**src/rtl/seg7_pkg.sv**
```systemverilog
// Shared 7-segment definitions: blank pattern, active-low segment table
// (one source for the encoder and this reader) and the reader FSM states.
package seg7_pkg;

   // Full byte shown for a blank/dash digit (point bit set, only segment g lit).
   localparam logic [7:0] SEG_BLANK = 8'hBF;

   // Active-low segments g..a for nibble values 0..F; index 0 is the rightmost entry.
   localparam logic [15:0][6:0] SEG_TABLE = {
      7'h0E, 7'h06, 7'h21, 7'h46,   // F E D C
      7'h03, 7'h08, 7'h10, 7'h00,   // B A 9 8
      7'h78, 7'h02, 7'h12, 7'h19,   // 7 6 5 4
      7'h30, 7'h24, 7'h79, 7'h40    // 3 2 1 0
   };

   typedef enum logic [1:0] {
      ST_IDLE = 2'd0,
      ST_LOAD = 2'd1,
      ST_EMIT = 2'd2,
      ST_FIN  = 2'd3
   } state_t;

   // Forward mapping used by the display encoder.
   function automatic logic [6:0] seg_encode(input logic [3:0] nibble);
      return SEG_TABLE[nibble];
   endfunction

endpackage

```
**src/rtl/seg7_decode.sv**
```systemverilog
// Combinational inverse of the segment encoder: one byte -> {num, point, nothing, err}.
module seg7_decode
   import seg7_pkg::*;
(
   input  logic [7:0] seg_i,
   output logic [3:0] num_o,
   output logic       point_o,
   output logic       nothing_o,
   output logic       err_o
);

   // Match the low seven bits against the shared table; the blank byte is checked whole.
   always_comb begin
      num_o     = 4'd0;
      point_o   = seg_i[7];
      nothing_o = 1'b0;
      err_o     = 1'b0;
      if (seg_i == SEG_BLANK) begin
         nothing_o = 1'b1;
      end else begin
         err_o = 1'b1;
         for (int i = 0; i < 16; i++) begin
            if (seg_i[6:0] == SEG_TABLE[i]) begin
               num_o = 4'(i);
               err_o = 1'b0;
            end
         end
      end
   end

endmodule

```
**src/rtl/seg7_reader.sv**
```systemverilog
// Snapshots the HEX segment bank on start, then streams each decoded digit
// over a valid/ready handshake and reports the frame's error count.
module seg7_reader
   import seg7_pkg::*;
#(
   parameter  int NUM_DIGITS = 6,
   localparam int IDX_W      = (NUM_DIGITS > 1) ? $clog2(NUM_DIGITS) : 1
)(
   input  logic                    clk,
   input  logic                    reset,
   input  logic                    start,
   input  logic [8*NUM_DIGITS-1:0] hex_bus,
   output logic                    busy,
   output logic                    out_valid,
   input  logic                    out_ready,
   output logic [IDX_W-1:0]        out_idx,
   output logic [3:0]              out_num,
   output logic                    out_point,
   output logic                    out_nothing,
   output logic                    out_err,
   output logic                    done,
   output logic [IDX_W:0]          err_count
);

   localparam logic [IDX_W-1:0] LAST_IDX = IDX_W'(NUM_DIGITS - 1);

   state_t                  state_q;
   logic [8*NUM_DIGITS-1:0] snap_q;
   logic [IDX_W-1:0]        idx_q;
   logic [IDX_W:0]          acc_q;
   logic                    out_valid_q;
   logic [3:0]              out_num_q;
   logic                    out_point_q;
   logic                    out_nothing_q;
   logic                    out_err_q;
   logic                    done_q;
   logic [IDX_W:0]          err_count_q;

   logic [7:0]              digit_w [NUM_DIGITS];
   logic [IDX_W-1:0]        sel_idx_d;
   logic [IDX_W:0]          acc_d;
   logic [7:0]              dec_byte;
   logic [3:0]              dec_num;
   logic                    dec_point;
   logic                    dec_nothing;
   logic                    dec_err;

   // Slice the snapshot into per-digit bytes.
   generate
      for (genvar gi = 0; gi < NUM_DIGITS; gi++) begin : g_digit
         assign digit_w[gi] = snap_q[8*gi +: 8];
      end
   endgenerate

   // The single decoder looks at the current digit in LOAD and one ahead in EMIT,
   // so the next result is ready at the handshake edge.
   always_comb begin
      sel_idx_d = idx_q;
      if ((state_q == ST_EMIT) && (idx_q != LAST_IDX)) begin
         sel_idx_d = idx_q + 1'b1;
      end
      dec_byte = digit_w[sel_idx_d];
      acc_d    = acc_q + (IDX_W+1)'(out_err_q);
   end

   seg7_decode u_decode (
      .seg_i     (dec_byte),
      .num_o     (dec_num),
      .point_o   (dec_point),
      .nothing_o (dec_nothing),
      .err_o     (dec_err)
   );

   // Frame sequencer: snapshot, per-digit emit with stall hold, one-cycle done.
   always_ff @(posedge clk) begin
      if (reset) begin
         state_q       <= ST_IDLE;
         snap_q        <= '0;
         idx_q         <= '0;
         acc_q         <= '0;
         out_valid_q   <= 1'b0;
         out_num_q     <= 4'd0;
         out_point_q   <= 1'b0;
         out_nothing_q <= 1'b0;
         out_err_q     <= 1'b0;
         done_q        <= 1'b0;
         err_count_q   <= '0;
      end else begin
         done_q <= 1'b0;
         case (state_q)
            ST_IDLE: begin
               if (start) begin
                  snap_q      <= hex_bus;
                  idx_q       <= '0;
                  acc_q       <= '0;
                  err_count_q <= '0;
                  state_q     <= ST_LOAD;
               end
            end
            ST_LOAD: begin
               out_num_q     <= dec_num;
               out_point_q   <= dec_point;
               out_nothing_q <= dec_nothing;
               out_err_q     <= dec_err;
               out_valid_q   <= 1'b1;
               state_q       <= ST_EMIT;
            end
            ST_EMIT: begin
               if (out_valid_q && out_ready) begin
                  acc_q <= acc_d;
                  if (idx_q == LAST_IDX) begin
                     out_valid_q <= 1'b0;
                     done_q      <= 1'b1;
                     err_count_q <= acc_d;
                     state_q     <= ST_FIN;
                  end else begin
                     idx_q         <= idx_q + 1'b1;
                     out_num_q     <= dec_num;
                     out_point_q   <= dec_point;
                     out_nothing_q <= dec_nothing;
                     out_err_q     <= dec_err;
                  end
               end
            end
            ST_FIN: begin
               state_q <= ST_IDLE;
            end
            default: begin
               state_q <= ST_IDLE;
            end
         endcase
      end
   end

   assign busy        = (state_q != ST_IDLE);
   assign out_valid   = out_valid_q;
   assign out_idx     = idx_q;
   assign out_num     = out_num_q;
   assign out_point   = out_point_q;
   assign out_nothing = out_nothing_q;
   assign out_err     = out_err_q;
   assign done        = done_q;
   assign err_count   = err_count_q;

endmodule

```
**config.mk**
```make
export PLATFORM = sky130hd
export DESIGN_NAME = seg7_reader
export DESIGN_NICKNAME = d
export VERILOG_FILES = /design/src/rtl/seg7_pkg.sv /design/src/rtl/seg7_decode.sv /design/src/rtl/seg7_reader.sv
export SDC_FILE = /design/constraint.sdc
export NUM_CORES = 1
export LEC_CHECK = 0
export CAP_MARGIN = 20
export CELL_PAD_IN_SITES_DETAIL_PLACEMENT = 1
export CELL_PAD_IN_SITES_GLOBAL_PLACEMENT = 2
export CORE_MARGIN = 4
export CORE_UTILIZATION = 27
export DETAILED_ROUTE_END_ITERATION = 12
export GPL_TIMING_DRIVEN = 0
export PLACE_DENSITY = 0.82
export SLEW_MARGIN = 40
export SYNTH_ARGS = -nofsm -noshare
export SYNTH_HDL_FRONTEND = slang
export SYNTH_SLANG_ARGS = --single-unit
```
**constraint.sdc**
```tcl
create_clock -name clk -period 3.6 [get_ports clk]
set_clock_uncertainty 0.15 [all_clocks]
set_input_delay 0.72 -clock clk [delete_from_list [all_inputs] [get_ports clk]]
set_output_delay 0.72 -clock clk [all_outputs]
set_load 0.05 [all_outputs]
```
* After elaboration in Yosys (flattened, before gate mapping)
Index checks and enable logic that the tools add are counted.
** Storage, ports and cells
- Bits in registers :: 70
- RAM bits :: 0
- Word-level logic and storage cells :: 125
- ROM bits :: 0
- Latch bits :: 0
- Memories kept :: 0
- Output and inout bits :: 17
- Bits of input ports :: 52
** Operators by class
- Shifts and indexed selects :: 0
- Bitwise logic cells :: 3
- Div/mod/pow operators :: 0
- Mux-type cells :: 68
- Add/subtract/negate cells :: 2
- Multipliers :: 0
- Magnitude comparators :: 1
- Reduce and logical (&&, ||, !) cells :: 15
- Equality and inequality tests :: 25
** Operators with widths (number)
- two-way mux 4 bit :: 15
- equality test 7 bit, second input constant :: 4
- two-way mux 1 bit :: 28
- binary-select mux 8 bit (select 3 bit) :: 1
- two-way mux 3 bit :: 8
- one-hot mux 4 bit (2 select lines) :: 3
- equality test 7 x 5 -> 1 bit, second input constant :: 3
- equality test 7 x 6 -> 1 bit, second input constant :: 3
- two-way mux 8 bit :: 2
- equality test 7 x 2 -> 1 bit, second input constant :: 2
- equality test 7 x 4 -> 1 bit, second input constant :: 2
- AND reduction 3 bit :: 4
- two-way mux 2 bit :: 5
- equality test 8 bit, second input constant :: 1
- one-hot mux 1 bit (2 select lines) :: 4
- one-hot mux 2 bit (4 select lines) :: 1
- AND reduction 4 bit :: 2
- equality test 7 x 3 -> 1 bit, second input constant :: 1
- zero test 7 bit :: 1
- one-hot mux 3 bit (2 select lines) :: 1
- nonzero test 2 bit :: 3
- adder 4 x 1 -> 4 bit :: 1
- equality test 2 bit, second input constant :: 2
- greater-or-equal comparator 4 bit, second input constant :: 1
- 12 further kinds :: 16

* Longest topological paths before layout
Gate-level depths: netlist of run 1.
- Word-level depth :: 28
- Mapped depth :: 13
- Depth with buffers taken out :: 10

* Cells and area by module
Synthesis of run 1 repeated with hierarchy kept, for this count alone.
** Unflattened totals
- Cell total of the unflattened synthesis :: 484
- Area total of the unflattened synthesis :: 3774.9 µm²
** Modules (own cells, without submodules)
- seg7_reader :: cells each 433, instances 1, area each 3433.3 µm², sequential area each 1401.3 µm²
- seg7_decode :: cells each 51, instances 1, area each 341.6 µm², sequential area each 0.0 µm²

* Worst setup path after synthesis of run 1
Ideal clock, no wire load.
- Path type :: reg2reg
- Start point :: reg idx_q[1], in the netlist out_idx[1]
- End point :: reg out_err_q, in the netlist out_err
- Clock period less this slack :: 3.786 ns
- Path buffers :: 1
- Data arrival time :: 3.552 ns
- Cell stages (with the launch flop) :: 12
- Setup time :: 0.084 ns
- Setup slack :: -0.186 ns
- Required time :: 3.366 ns
- Path through :: dfxtp_1 > inv_1 > ha_1 > a21boi_4 > xnor2_1 > buf_6 > mux2_4 > a222oi_1 > nor4_1 > a311oi_2 > o311ai_1 > o31ai_2
** Between the ends
- Word-level cells in the longest chain between the ends :: 28
- Elaborated cells on any way between the ends :: 48
- Classes of those cells :: add/sub (1); eq/ne (19); mux (24); bitwise (1); reduce/logical (3)
** Ends and longest elaborated chain
- start: declaration :: RTL line seg7_reader.sv:29 : logic [IDX_W-1:0] idx_q;
- start signal: assignment :: RTL line seg7_reader.sv:117 : idx_q <= idx_q + 1'b1;
- parallel branches: the longest is 28 deep, another holds adder 3 x 1 -> 3 bit
- end signal: assignment :: RTL line seg7_reader.sv:104 : out_err_q <= dec_err;
- end signal: assignment :: RTL line seg7_reader.sv:121 : out_err_q <= dec_err;
- end: declaration :: RTL line seg7_reader.sv:35 : logic out_err_q;
Several ways; the timed one is not identified. The select of a mux whose other input is x is not followed.
A chain may end at the register's enable or synchronous reset.

* Worst setup path in the final report of run 1
- Start point :: reg idx_q[1], in the netlist out_idx[1]
- End point :: reg out_num_q[0], in the netlist out_num[0]
** Between the ends
- Word-level cells in the longest chain between the ends :: 27
- Elaborated cells on any way between the ends :: 46
- Classes of those cells :: add/sub (1); eq/ne (18); mux (23); bitwise (1); reduce/logical (3)
** Ends and longest elaborated chain
- parallel branches: the longest is 27 deep, another holds adder 3 x 1 -> 3 bit
- end signal: assignment :: RTL line seg7_reader.sv:101 : out_num_q <= dec_num;
- end signal: assignment :: RTL line seg7_reader.sv:118 : out_num_q <= dec_num;
- end: declaration :: RTL line seg7_reader.sv:32 : logic [3:0] out_num_q;
Several ways; the timed one is not identified. The select of a mux whose other input is x is not followed.

==> reports/qor.txt, run 1 <==
DR vias - 3649
Stages on worst setup path - 14
Max VDD drop - 0.217 mV
CP max FO - 8
H-tree levels - 3
post-synth top area cell - dfxtp_1
CTS root buf - clkbuf_16
# nets final - 610
Pins Over Slew Limit - 0
first-pass GRT wire length - 19500 µm
Buf+Inv Stages, Crit Path - 5
clk slew on worst S/H paths - 0.06 ns
cell mode on critical path - buf_4
Post-Synthesis Cells - 452
GRT Overall Usage - 0.155
leakage - 1.94 nW
Filler Cell Count - 1605
drt via density - 4.98
DR iter-0 viols - 202
largest cells by area after synthesis - dfxtp_1, nand2_1, a21oi_1, mux2_2, mux4_2
synthesized area per cell - 8.09 µm²
die area - 15500 µm²
CP max stage cell - a221o_1
total power - 3.80 mW
wl on met1 - 5590 µm
Reg area - 1410 µm²
largest net degree at the start of global routing - 14
Worst R2R Path Depth - 14
PortBufs - 68
CORE AREA - 13200 µm²
layout cell share with drive strength beyond 1 - 0.135
Synth Cell Area - 3650 µm²
DRT Wirelength - 12000 µm
WL per Instance - 16.4 µm
ordered cell list for the critical path - inv_1 -> ha_2 -> a21boi_4 -> xnor2_2 -> buf_6 -> buf_4 -> mux2_1 -> a222oi_1 -> buf_4 -> buf_1 -> nor4b_4 -> a221o_1 -> a211oi_2 -> o21ai_1
Synth cell types - 62
DRC violation count after routing - 0
row count - 42
hold_buf cts - 0
CTS tree - built
antenna viol nets, final - 0
CP Launch Type - flop
area of the multi-input gates - 2190 µm²
Least-Margin Pin Slew - 0.779 ns
Net Count, Synth - 511
sequential area share after synthesis - 0.383
EDFF count, synth - 0
fin crit share - 0.966
worst-case clock buffer depth - 2
Async SR Flop Fraction - 0
top cell family by delay on the critical path - compound AO/OA/AOI/OAI gates
met3 WL post-DR - 444 µm
max_cap viols - 0
Chip Width - 124 µm
total CTS buffers - 9
critical path class - flop to flop
gr ovfl total - 0
Worst EP arrival - 3.55 ns
PD cells - 735 nW/µm²
status - finished, final reports clean
Worst Hold Path Cells - 2
clock sinks - 70
I/O pin cnt - 69
HP Class - flop to flop
ANT cells - 0
final setup TNS - 0 ns
Slowest Stage Delay on Critical Path - 0.39 ns
area delta synth->final - 41.4%
GPL Wtd Cong - 0.795
drt first pass iters - 5
Worst Path Required - 3.67 ns
initial cell density of the core - 0.276
setup violators final - 0
Synth top area share - 0.383
minimum clock period - 3.48 ns
clk_lat worst skew - 0.33 ns
metal2 WL - 5800 µm
fmax - 287 MHz
endpoint class of the critical path - flop
Slew headroom - 0.479
final hold vios - 0
Detailed Place HPWL - 8940 µm
synth warn - 0
vias in the first global route - 3824
highest routed metal layer - met4
initial antenna violation count - 0
die height - 124 µm
Synth Register Bits - 70
dominant synthesized flop cell - dfxtp_1
==> layout by cell type (no fill, tap or decap), types with 3 or more instances in the layout <==
| cell | netlist | final |
|---|---|---|
| mux2i_1 | 7 | 6 |
| a31oi_1 | 3 | 3 |
| nor3_1 | 4 | 4 |
| clkbuf_1 | 22 | 18 |
| nand3_1 | 15 | 15 |
| o22ai_1 | 3 | 3 |
| nor2_1 | 18 | 18 |
| clkbuf_16 | 0 | 9 |
| a21oi_1 | 62 | 62 |
| buf_4 | 0 | 18 |
| dfxtp_1 | 70 | 68 |
| nand2b_1 | 12 | 12 |
| mux2_1 | 7 | 6 |
| bufinv_16 | 0 | 3 |
| clkbuf_2 | 0 | 3 |
| and2_1 | 4 | 4 |
| a222oi_1 | 6 | 6 |
| clkdlybuf4s50_1 | 0 | 68 |
| o21ai_1 | 3 | 3 |
| nand2_1 | 116 | 116 |
| mux2_2 | 8 | 9 |
| nor3b_1 | 4 | 4 |
| buf_1 | 4 | 5 |
| mux4_2 | 4 | 4 |
| nor4b_1 | 3 | 3 |
| inv_1 | 6 | 6 |
| nor2b_1 | 6 | 5 |
| ha_1 | 7 | 5 |
| a22oi_1 | 4 | 4 |
| o21ai_0 | 5 | 5 |
==> kinds of logic (layout without fill, tap and decap cells) <==
group	Yosys count	after routing	synth area share
multiplexers	27	27	0.0941
adder cells (fa/ha/maj)	7	7	0.0240
AND/OR/NAND/NOR	197	197	0.251
AO/OA/AOI/OAI	113	113	0.200
buffers and inverters	35	139	0.0404
flip-flops	70	70	0.383
XOR/XNOR	3	3	0.00719
==> sequential cells by signal, summed over array words and instances (netlist names) <==
signal,flops
acc_q,4
done,1
err_count,4
out_err,1
out_idx,3
out_nothing,1
out_num,4
out_point,1
out_valid,1
snap_q,48
state_q,2
==> timing repair <==
action / CTS / global route
pin swaps: 5 / 7
resized for setup: 10 / 12
buffers inserted: 4 / 15
setup endpoints to repair: 6 / 6
==> path summary, 6_finish.rpt <==
| kind | to | startpoint | slack, ns |
|---|---|---|---|
| setup / recovery | out_num[0] | out_idx[1] | 0.12 |
| hold / removal | snap_q[47] | snap_q[47] | 0.30 |
| setup reg to reg | out_num[0] | out_idx[1] | 0.12 |
| hold reg to reg | snap_q[47] | snap_q[47] | 0.30 |
==> worst reg2reg max path, cell delays in order, from the launching register on <==
cell and delay, ns:
dfxtp_4 0.35, inv_1 0.06, ha_2 0.23, a21boi_4 0.22, xnor2_2 0.15, buf_6 0.19, buf_4 0.12, mux2_1 0.31
a222oi_1 0.29, buf_4 0.19, buf_1 0.26, nor4b_4 0.11, a221o_1 0.39, a211oi_2 0.27, o21ai_1 0.08
==> final cells by class <==
type                       instances  share of cell area
multi-input combinational        347               0.424
sequential                        70               0.272
timing repair buffer              89               0.165
clock buffer                       9              0.0436
tap                              176              0.0426
buffer                            28              0.0249
clock inverter                     7              0.0235
inverter                           6             0.00436
==> synthesized netlist by cell type, types with 7 or more instances <==
master	number
dfxtp_1	70
mux2_2	8
a21oi_1	62
mux2i_1	7
ha_1	7
nor2_1	18
mux2_1	7
nand3_1	15
nand2b_1	12
nand2_1	116
clkbuf_1	22
==> per-layer routing <==
layer / up-vias / global-route usage
met3: 12 / 0.0343
met2: 92 / 0.253
met1: 1745 / 0.200
li1: 1800 / -
met4: 0 / 0.0567
met5: - / 0
==> through the flow <==
step,utilization,instances,cell area (µm²),setup WS [ns],hold WS [ns]
finish,0.390,732,5170,0.121,0.303
global route,0.390,732,5170,-0.0113,0.318
CTS,0.378,718,5010,0.0130,0.304
detailed placement,0.346,699,4580,-0.408,0.297
global placement,0.344,696,4560,-0.373,0.290
floorplan,-,452,3660,0.0531,0.282
==> power by group <==
part           switching [mW]  internal, mW
Clock                   0.355         0.680
Combinational            1.02         0.726
Sequential             0.0940         0.917
Total                    1.47          2.32
Note: power is estimated with default switching activity, not from simulation.
==> run 2, diff against run 1 <==
HOLD_SLACK_MARGIN = 0.05   (was unset)
==> results of run 2 <==
Same layout as run 1: the final DEF is identical, and so are final timing and power.
==> edit 1, RTL diff (settings of run 1) <==
The parameter `NUM_DIGITS` goes from 6 to 5.
--- a/src/rtl/seg7_reader.sv
+++ b/src/rtl/seg7_reader.sv
@@ -4,5 +4,5 @@
    import seg7_pkg::*;
 #(
-   parameter  int NUM_DIGITS = 6,
+   parameter  int NUM_DIGITS = 5,
    localparam int IDX_W      = (NUM_DIGITS > 1) ? $clog2(NUM_DIGITS) : 1
 )(
Ports: changed (resized hex_bus); port bits go from 69 to 61. The function was not compared with the original's and may differ.
==> edit 1 against run 1 <==
  * Cell area fell by 9.6%
  * Global-route usage rose by 1.0 points
  * Setup slack better by 0.060 ns
  * Hold slack got worse by 0.0023 ns
  * Die area fell by 5.3%
  * Cell count down 4.9%
  * Area after synthesis down 5.6%
  * Sequential cell count fell by 8
  * Total power is 9.0% lower
  * Wire length shrank 2.6%
  * Critical path type unchanged
  * Largest cell class unchanged
  * Highest routed layer unchanged
==> edit 1: results (changes against run 1) <==
<table>
<tr><th>Metric</th><th>Value</th></tr>
<tr><th colspan="2">Outcome</th></tr>
<tr><td>Run status</td><td>completed (unchanged)</td></tr>
<tr><th colspan="2">Synth</th></tr>
<tr><td>Fraction of the mapped netlist area in adder cells</td><td>2.83% (was 2.40%)</td></tr>
<tr><td>Mux cell area share after synthesis</td><td>8.23% (was 9.41%)</td></tr>
<tr><td>Post-synthesis sequential area ratio</td><td>36.0% (was 38.3%)</td></tr>
<tr><td>Biggest area contributors in the synthesized netlist</td><td>sky130_fd_sc_hd__dfxtp_1 (36%), sky130_fd_sc_hd__nand2_1 (12%), sky130_fd_sc_hd__a21oi_1 (8.0%) (was sky130_fd_sc_hd__dfxtp_1 (38%), sky130_fd_sc_hd__nand2_1 (12%), sky130_fd_sc_hd__a21oi_1 (8.5%))</td></tr>
<tr><td>Xor and xnor fraction of the mapped netlist area</td><td>0.508% (was 0.719%)</td></tr>
<tr><td>Share of the synthesized area in compound gates (AO/OA/AOI/OAI)</td><td>22.6% (was 20.0%)</td></tr>
<tr><th colspan="2">Detailed routing</th></tr>
<tr><td>Met2 Routed Length</td><td>5490 microns (was 5800 microns)</td></tr>
<tr><td>Post-DR vias/cell</td><td>4.94 (was 4.98)</td></tr>
<tr><td>Routed met1 length</td><td>5480 microns (was 5590 microns)</td></tr>
<tr><td>Pre-antenna DRT Iters</td><td>4 (was 5)</td></tr>
<tr><th colspan="2">Layout</th></tr>
<tr><td>Fill cell total of the finished layout</td><td>1503 (was 1605)</td></tr>
<tr><td>Final #Nets</td><td>571 (was 610)</td></tr>
<tr><td>Non-clk invs</td><td>10 (was 6)</td></tr>
<tr><td>Flip-flop count of the largest register, all copies and words added</td><td>40 (was 48)</td></tr>
<tr><td>Repair and plain buffers</td><td>92 (was 117)</td></tr>
<tr><td>Non-clock buffer area fraction after layout</td><td>16.4% (was 19.0%)</td></tr>
<tr><td>Clock buffer count</td><td>14 (was 9)</td></tr>
<tr><td>Multi-input comb cells</td><td>345 (was 347)</td></tr>
<tr><td>Share of cells above drive strength 1</td><td>9.73% (was 13.5%)</td></tr>
<tr><th colspan="2">Clocking</th></tr>
<tr><td>Post-CTS setup-driven buffer insertion count</td><td>0 (was 4)</td></tr>
<tr><td>Number of sinks handled by clock tree synthesis</td><td>62 (was 70)</td></tr>
<tr><th colspan="2">Global routing</th></tr>
<tr><td>Wire length of the first global-routing pass</td><td>18800 microns (was 19500 microns)</td></tr>
<tr><td>Via count of the first global-routing pass</td><td>3545 (was 3824)</td></tr>
<tr><td>Met3 routing resource usage after global routing</td><td>4.10% (was 3.43%)</td></tr>
<tr><th colspan="2">Placement</th></tr>
<tr><td>Routability cong.</td><td>0.846 (was 0.795)</td></tr>
<tr><td>Inst Count DP</td><td>677 (was 699)</td></tr>
<tr><td>Setup WS pre-CTS</td><td>-0.612 ns (was -0.408 ns)</td></tr>
<tr><th colspan="2">Power</th></tr>
<tr><td>Largest vdd supply drop</td><td>0.000266 V (was 0.000217 V)</td></tr>
</table>
[edit 1: power by group through the flow]
stage / combinational [mW] / sequential [mW] / clock, mW
6_report: 1.75 / 0.918 / 0.790
5_1_grt: 1.92 / 0.935 / 0.834
4_1_cts: 1.66 / 0.919 / 0.808
3_5_place_dp: 1.63 / 0.929 / 0
3_3_place_gp: 1.60 / 0.922 / 0
2_1_floorplan: 1.08 / 0.986 / 0
[edit 1: final timing paths]
path / start / end / slack (ns) / cells after the start
setup / recovery: out_idx[0] / out_err / 0.18 / 12
hold / removal: err_count[1] / err_count[1] / 0.30 / 2
setup reg to reg: out_idx[0] / out_err / 0.18 / 12
hold reg to reg: err_count[1] / err_count[1] / 0.30 / 2
[edit 1: critical path, delay by kind of cell, from the launching register on]
kind            cells  cell delay [ns]
compound gates      5             1.10
simple gates        2             0.55
mux                 1             0.45
buf+inv             3             0.41
flops               1             0.38
fa+ha+maj           1             0.27
==> edit 2, RTL diff (settings of run 1) <==
Without the edit above. Re-encode `state_t` (4 states) as Gray code, 2 bits wide.
--- a/src/rtl/seg7_pkg.sv
+++ b/src/rtl/seg7_pkg.sv
@@ -15,8 +15,8 @@
 
    typedef enum logic [1:0] {
-      ST_IDLE = 2'd0,
-      ST_LOAD = 2'd1,
-      ST_EMIT = 2'd2,
-      ST_FIN  = 2'd3
+      ST_IDLE = 2'b00,
+      ST_LOAD = 2'b01,
+      ST_EMIT = 2'b11,
+      ST_FIN  = 2'b10
    } state_t;
 
Function: no difference found for any inputs over 4 cycles, from zero or initial values and one cycle with reset high; so few cycles prove little.
==> edit 2 against run 1 <==
  * Area after synthesis increased by 6.8%
  * Cell area increased by 1.8%
  * Sequential cell count unchanged
  * Setup slack got worse by 0.058 ns
  * Wire length increased by 7.3%
Power is not compared: it rests on default switching activity, and its combinational part moved more than twofold at a synthesized area within 25%.
==> edit 2: results (changes against run 1) <==
<table>
<tr><th>Metric</th><th>Value</th></tr>
<tr><th colspan="2">Outcome</th></tr>
<tr><td>Run status</td><td>completed (unchanged)</td></tr>
<tr><th colspan="2">Global routing</th></tr>
<tr><td>Maximum number of pins on one net before global-route repair</td><td>12 (was 14)</td></tr>
<tr><td>Via count of the first global-routing pass</td><td>3933 (was 3824)</td></tr>
<tr><th colspan="2">Placement</th></tr>
<tr><td>Routability cong.</td><td>0.898 (was 0.795)</td></tr>
<tr><td>Setup WS pre-CTS</td><td>-0.0785 ns (was -0.408 ns)</td></tr>
<tr><td>Post-DP HPWL</td><td>9850 microns (was 8940 microns)</td></tr>
<tr><th colspan="2">Layout</th></tr>
<tr><td>Share of cells above drive strength 1</td><td>14.1% (was 13.5%)</td></tr>
<tr><th colspan="2">Synth</th></tr>
<tr><td>Biggest area contributors in the synthesized netlist</td><td>sky130_fd_sc_hd__dfxtp_1 (36%), sky130_fd_sc_hd__nand2_1 (11%), sky130_fd_sc_hd__a21oi_1 (9.2%) (was sky130_fd_sc_hd__dfxtp_1 (38%), sky130_fd_sc_hd__nand2_1 (12%), sky130_fd_sc_hd__a21oi_1 (8.5%))</td></tr>
<tr><td>Leading post-synthesis cells by instance count</td><td>sky130_fd_sc_hd__nand2_1 (113), sky130_fd_sc_hd__a21oi_1 (72), sky130_fd_sc_hd__dfxtp_1 (70), sky130_fd_sc_hd__mux2i_1 (19), sky130_fd_sc_hd__nor2_1 (19) (was sky130_fd_sc_hd__nand2_1 (116), sky130_fd_sc_hd__dfxtp_1 (70), sky130_fd_sc_hd__a21oi_1 (62), sky130_fd_sc_hd__clkbuf_1 (22), sky130_fd_sc_hd__nor2_1 (18))</td></tr>
<tr><td>Syn nets</td><td>529 (was 511)</td></tr>
<tr><td>Number of unique standard cell types used by synthesis</td><td>69 (was 62)</td></tr>
<tr><th colspan="2">Detailed routing</th></tr>
<tr><td>DRT Wirelength</td><td>12900 microns (was 12000 microns)</td></tr>
<tr><td>Pre-antenna DRT Iters</td><td>4 (was 5)</td></tr>
<tr><td>Total via count after detailed routing</td><td>3808 (was 3649)</td></tr>
<tr><td>Violation count after the first detailed-routing iteration</td><td>189 (was 202)</td></tr>
<tr><th colspan="2">Worst setup path</th></tr>
<tr><td>Slowest library cell on the worst path</td><td>sky130_fd_sc_hd__or4_4 (was sky130_fd_sc_hd__a221o_1)</td></tr>
<tr><td>Data arrival time at the worst-slack endpoint</td><td>3.65 ns (was 3.55 ns)</td></tr>
<tr><td>Critical path's largest stage delay</td><td>0.55 ns (was 0.39 ns)</td></tr>
<tr><td>Cell class contributing the biggest share of worst-path delay</td><td>simple AND/OR/NAND/NOR gates (was compound AO/OA/AOI/OAI gates)</td></tr>
<tr><th colspan="2">Timing</th></tr>
<tr><td>Headroom to the max-slew limit</td><td>56.5% (was 47.9%)</td></tr>
</table>
## edit 2: changes by cell type in the layout (fill, tap and decap cells not counted), sizes merged, moves of 5 or more
cell    change
mux2       -14
mux2i      +12
a21oi      +10
o21ai      +10
buf         -9
mux4        +8
a222oi      -6
inv         -5
nor3        +5
or4         +5
## edit 2: power groups by stage
stage	clock network, mW	registers, mW	logic (mW)
global route	0.964	0.855	0.381
global placement	0	0.865	0.328
floorplan	0	0.874	0.185
detailed placement	0	0.867	0.335
finish	0.901	0.851	0.347
CTS	0.920	0.850	0.338
## edit 2: per-layer routing
metal / wire length (microns) / part of all wire, % / up-vias / GRT usage [%]
met5: 0 / 0 / - / 0
met4: 214 / 1.7 / 0 / 5.31
met3: 531 / 4.1 / 22 / 3.96
met2: 6370 / 50 / 77 / 26.4
met1: 5750 / 45 / 1841 / 20.1
li1: - / - / 1868 / -
## edit 2: cell families after synthesis
family	count (synthesis)	synth area share, %
multiplexers	33	12.5
buffers and inverters	36	5.06
XOR/XNOR	3	0.673
AND/OR/NAND/NOR	199	24.3
AO/OA/AOI/OAI	128	20.3
adder cells (fa/ha/maj)	4	1.28
flip-flops	70	35.9
## edit 2: area by class of cell
cell class	instances	share of cell area (%)
clock buffers	12	4.88
plain buffers	33	4.00
well taps	180	4.28
multi-input cells	367	45.5
flip-flops and latches	70	26.7
clock inverters	4	0.857
inverters	3	0.214
repair buffers	71	13.6
## edit 2: final timing paths
check	from	to	slack, ns	depth (start not counted)
worst max register to register	out_idx[1]	out_err	0.06	14
worst min-delay path	out_num[2]	out_num[2]	0.30	2
worst min register to register	out_num[2]	out_num[2]	0.30	2
worst max-delay path	out_idx[1]	out_err	0.06	14
## edit 2: per-stage QoR
stage / setup TNS [ns] / hold WS, ns / area, sq um / cells
floorplan: 0 / 0.283 / 3900 / 473
global placement: -0.135 / 0.290 / 4810 / 721
detailed placement: -0.155 / 0.294 / 4810 / 721
CTS: 0 / 0.302 / 5130 / 737
global route: -0.0552 / 0.321 / 5260 / 740
finish: 0 / 0.298 / 5260 / 740
## edit 2: what timing repair did
item                                    CTS  global route
hold endpoints to repair                  0             0
setup buffers                             0             3
endpoints found under the setup margin    3             5
hold buffers                              0             0
pin swaps                                 2             3
gates resized for setup                   4            18
